### src/rtl/generic_pool_row_task_sched.sv
// Row-task sequencer for one generic-pool job: walks channel (outer) and output row (inner),
// issues one ifmap row-window task per output row under a credit limit, and pulses done at the end.
`timescale 1ns/1ps
module generic_pool_row_task_sched #(
  parameter int MAX_OUTSTANDING = 4
) (
  input  logic        clk,
  input  logic        rst_n,
  input  logic        start,
  input  logic [2:0]  cfg_pool_vertical_stride,
  input  logic [7:0]  cfg_pool_window_h,
  input  logic [15:0] cfg_ext_ifmap_h,
  input  logic [15:0] cfg_ofmap_h,
  input  logic [15:0] cfg_fmap_chn_n,
  output logic        busy,
  output logic        done,
  output logic        task_valid,
  input  logic        task_ready,
  output logic [15:0] task_chn,
  output logic [15:0] task_ofmap_row,
  output logic [15:0] task_ifmap_row_start,
  output logic [7:0]  task_ifmap_row_n,
  output logic        task_last,
  input  logic        cpl_valid,
  output logic        cpl_err
);

  localparam logic [3:0] MAX_OUT = 4'(MAX_OUTSTANDING);

  typedef enum logic [1:0] {IDLE, ISSUE, DRAIN} state_t;

  state_t      state_reg;
  logic [2:0]  stride_reg;
  logic [7:0]  win_reg;
  logic [15:0] ext_reg;
  logic [15:0] ofh_reg;
  logic [15:0] chn_n_reg;
  logic [3:0]  out_reg;

  logic        hs;
  logic        cpl_zero;
  logic [3:0]  out_next;
  logic        row_wrap;
  logic [15:0] chn_next;
  logic [15:0] row_next;
  logic [15:0] rs_next;
  logic        last_next;

  // Window rows clipped against the bottom of the extended ifmap (17-bit compare).
  function automatic logic [7:0] calc_row_n(input logic [15:0] rs, input logic [7:0] win,
                                            input logic [15:0] ext);
    logic [16:0] sum;
    sum = {1'b0, rs} + {9'd0, win};
    if (sum > {1'b0, ext})
      return 8'(ext - rs);
    else
      return win;
  endfunction

  always_comb begin
    hs       = (state_reg == ISSUE) && task_valid && task_ready;
    cpl_zero = cpl_valid && (out_reg == 4'd0);
    out_next = out_reg;
    if (hs && cpl_valid)
      out_next = out_reg;
    else if (hs)
      out_next = out_reg + 4'd1;
    else if (cpl_valid && !cpl_zero)
      out_next = out_reg - 4'd1;

    row_wrap  = (task_ofmap_row == ofh_reg);
    chn_next  = row_wrap ? task_chn + 16'd1 : task_chn;
    row_next  = row_wrap ? 16'd0 : task_ofmap_row + 16'd1;
    rs_next   = row_wrap ? 16'd0 : task_ifmap_row_start + {13'd0, stride_reg} + 16'd1;
    last_next = (chn_next == chn_n_reg) && (row_next == ofh_reg);
  end

  always_ff @(posedge clk) begin
    if (!rst_n) begin
      state_reg            <= IDLE;
      stride_reg           <= '0;
      win_reg              <= '0;
      ext_reg              <= '0;
      ofh_reg              <= '0;
      chn_n_reg            <= '0;
      out_reg              <= '0;
      busy                 <= 1'b0;
      done                 <= 1'b0;
      task_valid           <= 1'b0;
      task_chn             <= '0;
      task_ofmap_row       <= '0;
      task_ifmap_row_start <= '0;
      task_ifmap_row_n     <= '0;
      task_last            <= 1'b0;
      cpl_err              <= 1'b0;
    end else begin
      done    <= 1'b0;
      out_reg <= out_next;
      if (cpl_zero)
        cpl_err <= 1'b1;
      case (state_reg)
        IDLE: begin
          if (start) begin
            state_reg            <= ISSUE;
            stride_reg           <= cfg_pool_vertical_stride;
            win_reg              <= cfg_pool_window_h;
            ext_reg              <= cfg_ext_ifmap_h;
            ofh_reg              <= cfg_ofmap_h;
            chn_n_reg            <= cfg_fmap_chn_n;
            out_reg              <= '0;
            busy                 <= 1'b1;
            cpl_err              <= 1'b0;
            // First task is presented straight from the incoming config.
            task_valid           <= 1'b1;
            task_chn             <= '0;
            task_ofmap_row       <= '0;
            task_ifmap_row_start <= '0;
            task_ifmap_row_n     <= calc_row_n(16'd0, cfg_pool_window_h, cfg_ext_ifmap_h);
            task_last            <= (cfg_fmap_chn_n == 16'd0) && (cfg_ofmap_h == 16'd0);
          end
        end
        ISSUE: begin
          if (hs && task_last) begin
            state_reg  <= DRAIN;
            task_valid <= 1'b0;
          end else begin
            task_valid <= (out_next < MAX_OUT);
            if (hs) begin
              task_chn             <= chn_next;
              task_ofmap_row       <= row_next;
              task_ifmap_row_start <= rs_next;
              task_ifmap_row_n     <= calc_row_n(rs_next, win_reg, ext_reg);
              task_last            <= last_next;
            end
          end
        end
        DRAIN: begin
          if (out_next == 4'd0) begin
            state_reg <= IDLE;
            busy      <= 1'b0;
            done      <= 1'b1;
          end
        end
        default: state_reg <= IDLE;
      endcase
    end
  end

endmodule

### config.mk
export PLATFORM = sky130hd
export DESIGN_NAME = generic_pool_row_task_sched
export DESIGN_NICKNAME = d
export VERILOG_FILES = /design/src/rtl/generic_pool_row_task_sched.sv
export SDC_FILE = /design/constraint.sdc
export NUM_CORES = 1
export LEC_CHECK = 0
export ABC_CLOCK_PERIOD_IN_PS = 6780
export CORE_MARGIN = 1
export CORE_UTILIZATION = 30
export CTS_CLUSTER_DIAMETER = 30
export DETAILED_ROUTE_END_ITERATION = 8
export PLACE_DENSITY_LB_ADDON = 0.2
export SLEW_MARGIN = 5
export SYNTH_ARGS = -nofsm -noshare
export SYNTH_HDL_FRONTEND = slang
export SYNTH_SLANG_ARGS = --single-unit
### constraint.sdc
create_clock -name clk -period 6.78 [get_ports clk]
set_input_delay 1.356 -clock clk [delete_from_list [all_inputs] [get_ports clk]]
set_output_delay 1.356 -clock clk [all_outputs]
set_load 0.05 [all_outputs]
==> flow_metrics.py <==
metrics = {
    "run_status": {
        "outcome": "complete, no violations",
    },
    "grt": {
        "antenna_found_initial": 0,
        "grt_pass1_wl_um": 42000,
        "grt.total_usage_pct": 18.7,
        "grt_pass1_vias": 7396,
        "grt_overflow": 0,
        "grt_max_degree": 98,
    },
    "synthesis": {
        "synth-main-ff-cell": "dfxtp_1",
        "syn_avg_cell_area_sq_um": 7.78,
        "yosys.area.top_type": "dfxtp_1",
        "ys_ff_latch": 126,
        "ys_seq_area_share_pct": 29.7,
        "yosys-top-cells-area": "dfxtp_1, nand2_1, ha_1",
        "syn_nets": 1204,
        "ys_types": 74,
        "yosysWarningCount": 0,
        "netlist_area_sq_mm": 0.00849,
        "async_flop_share_pct": 0,
        "synth_top_area_share_pct": 29.7,
        "netlist_top_cells_count": "nand2_1, dfxtp_1, a21boi_0",
        "netlist_instances": 1090,
        "synth_edf_count": 0,
        "post-synth-top-count-cell": "nand2_1",
    },
    "timing": {
        "finalSetupTns_ns": 0,
        "finalSetupViolCount": 0,
        "rsz0062_at_grt": "false",
        "period_share_pct": 82.0,
        "finClkSkew_ns": 0.0109,
        "slew_viol_final": 0,
        "clock.fmax_mhz": 180,
        "hold_viol": 0,
        "tightest_slew_ns": 0.982,
        "slew_headroom_pct": 34.3,
        "fin_crit_ns": 5.56,
    },
    "cts": {
        "cts_hold_buf": 0,
        "clock_latency_ns": 0.43,
        "cts.clk_slew.worst_paths_ns": 0.06,
        "cts_buffers": 17,
        "post_cts_buffers": 0,
        "ctsResizeCount": 0,
        "cts_max_level": 4,
        "root_buffer": "clkbuf_16",
        "cts_buffer_depth": 2,
        "cts_tree": "done",
        "clock_sinks": 126,
    },
    "cells_and_area": {
        "post-route-util_pct": 38.1,
        "fin_nets": 1294,
        "stdcell_area_sq_mm": 0.0106,
        "drive_gt1_share_pct": 4.53,
        "nFillCells": 2896,
        "area_growth_pct": 24.7,
        "diodes": 0,
    },
    "setup_path": {
        "arrival_ns": 5.92,
        "cp_max_fo": 9,
        "end_kind": "flop",
        "worstSetupStartpointType": "flop",
        "timing.rr.end": "task_ifmap_row_n[1]",
        "crit_required_ns": 7.14,
        "path_class": "flop to flop",
        "reg2reg_from": "task_ifmap_row_start[1]",
        "r2r_cells": 24,
        "rrSetupSlack_ns": 1.22,
    },
    "routing": {
        "drc": 0,
        "top_layer": "met4",
        "vias": 7893,
        "wl_per_cell_um": 17.1,
        "met2WireLength_um": 12100,
        "drt_first_pass_iters": 7,
        "via_per_inst": 5.03,
        "met1_length_um": 13400,
        "route.met3.wl_um": 1150,
        "postRouteWirelength_um": 26900,
        "drtIter0Drc": 456,
        "ant_nets": 0,
    },
    "die": {
        "io_pins": 125,
        "core_sq_mm": 0.0278,
        "start_util_pct": 30.5,
        "die_y_um": 170,
        "die-area_sq_mm": 0.0290,
        "num_rows": 61,
        "dieWidth_um": 170,
    },
    "place": {
        "dp_hpwl_um": 19900,
        "gp_congestion": 0.873,
        "place_area_sq_mm": 0.0100,
        "numPortBuffers": 124,
    },
    "worst_hold_path": {
        "whs_endpoint": "ext_reg[15]",
        "hold_path_depth": 2,
        "hold_start": "ext_reg[15]",
        "hp-class": "flop to flop",
    },
    "flow_run": {
        "maxCapViolCount": 0,
    },
    "power": {
        "ir_drop_mv": 0.166,
        "powerDensity_mw_per_mm2": 196,
        "leakagePower_nw": 4.08,
    },
}
## power breakdown
part / total, W / switching [W] / internal, W
Sequential: 0.000802 / 0.0000316 / 0.000771
Clock: 0.000876 / 0.000339 / 0.000537
Combinational: 0.000394 / 0.000228 / 0.000166
## layer usage
layer  track usage [%]  up-vias
li1                  -     3977
met1              26.5     3730
met2              29.6      169
met3              3.14       17
met4              3.88        0
met5                 0        -
## stage by stage
| stage | std cells | worst slack (ns) | power [W] | hold slack (ns) |
|---|---|---|---|---|
| floorplan | 1090 | 0.980 | 0.00107 | 0.443 |
| global placement | 1539 | 1.31 | 0.00121 | 0.448 |
| detailed placement | 1539 | 1.24 | 0.00122 | 0.460 |
| CTS | 1569 | 1.21 | 0.00209 | 0.469 |
| global route | 1569 | 0.854 | 0.00217 | 0.483 |
| finish | 1569 | 1.22 | 0.00207 | 0.464 |
## worst max-delay path by stage
stage / endpoint / slack [ns] / startpoint
floorplan: task_ifmap_row_n[1] / 0.98 / task_ofmap_row[11]
global placement: task_ifmap_row_n[1] / 1.31 / task_ofmap_row[11]
detailed placement: task_ifmap_row_n[1] / 1.24 / task_ofmap_row[11]
CTS: task_ifmap_row_n[1] / 1.21 / task_ofmap_row[11]
global route: task_ifmap_row_n[1] / 0.85 / task_ofmap_row[2]
finish: task_ifmap_row_n[1] / 1.22 / task_ifmap_row_start[1]
## area by class of cell
cell class / count / area [sq um] / share of cell area (%)
multi-input cells: 855 / 5550 / 52.5
flip-flops and latches: 126 / 2520 / 23.8
repair buffers: 133 / 1300 / 12.3
clock buffers: 24 / 492 / 4.65
well taps: 378 / 473 / 4.47
inverters: 47 / 176 / 1.67
clock inverters: 6 / 60.1 / 0.568
## worst max-delay path, cell delays in order (launching register included)
cell and delay [ns]:
dfxtp_1 0.42, ha_1 0.26, nor2b_1 0.13, o21ai_1 0.42
nand2_1 0.16, and3_1 0.22, xor2_1 0.13, nand2_1 0.14
inv_1 0.07, ha_1 0.20, or3_1 0.41, o21ai_0 0.20
a21oi_1 0.10, nand4bb_1 0.19, xnor2_1 0.14, ha_1 0.27
a21o_1 0.18, a21o_1 0.17, a21o_1 0.17, a21o_1 0.16
a21o_1 0.17, a221o_1 0.33, a22oi_4 0.42, mux2_4 0.34
o21ai_2 0.10
## placed cells by master, fill, tap and decap left out, types with 12 or more instances in the layout
cell,Yosys,layout
xnor2_1,56,56
clkdlybuf4s50_1,0,123
and2_1,19,19
nor4_1,18,18
clkbuf_16,0,17
a21o_1,15,15
ha_1,47,47
a21boi_0,67,67
dfxtp_1,126,126
a21oi_1,35,35
inv_1,47,47
nand3_1,37,37
nand2_1,187,187
nor2b_1,34,33
nor3_1,26,26
o21ai_0,52,52
nand4_1,15,15
a22oi_1,13,13
mux2i_1,14,14
xor2_1,40,40
and3_1,12,12
nor2_1,51,50
## cell families (layout without fill, tap and decap cells)
kind of cell             count (synthesis)  in the layout  synth area share [%]
adder cells (fa/ha/maj)                 50             50                  7.64
buffers and inverters                  109            210                  5.00
AO/OA/AOI/OAI                          251            251                  20.0
flip-flops                             126            126                  29.7
multiplexers                            15             15                  1.83
XOR/XNOR                                96             96                  9.91
AND/OR/NAND/NOR                        443            443                  25.9
Power figures use the tool's default switching activity.
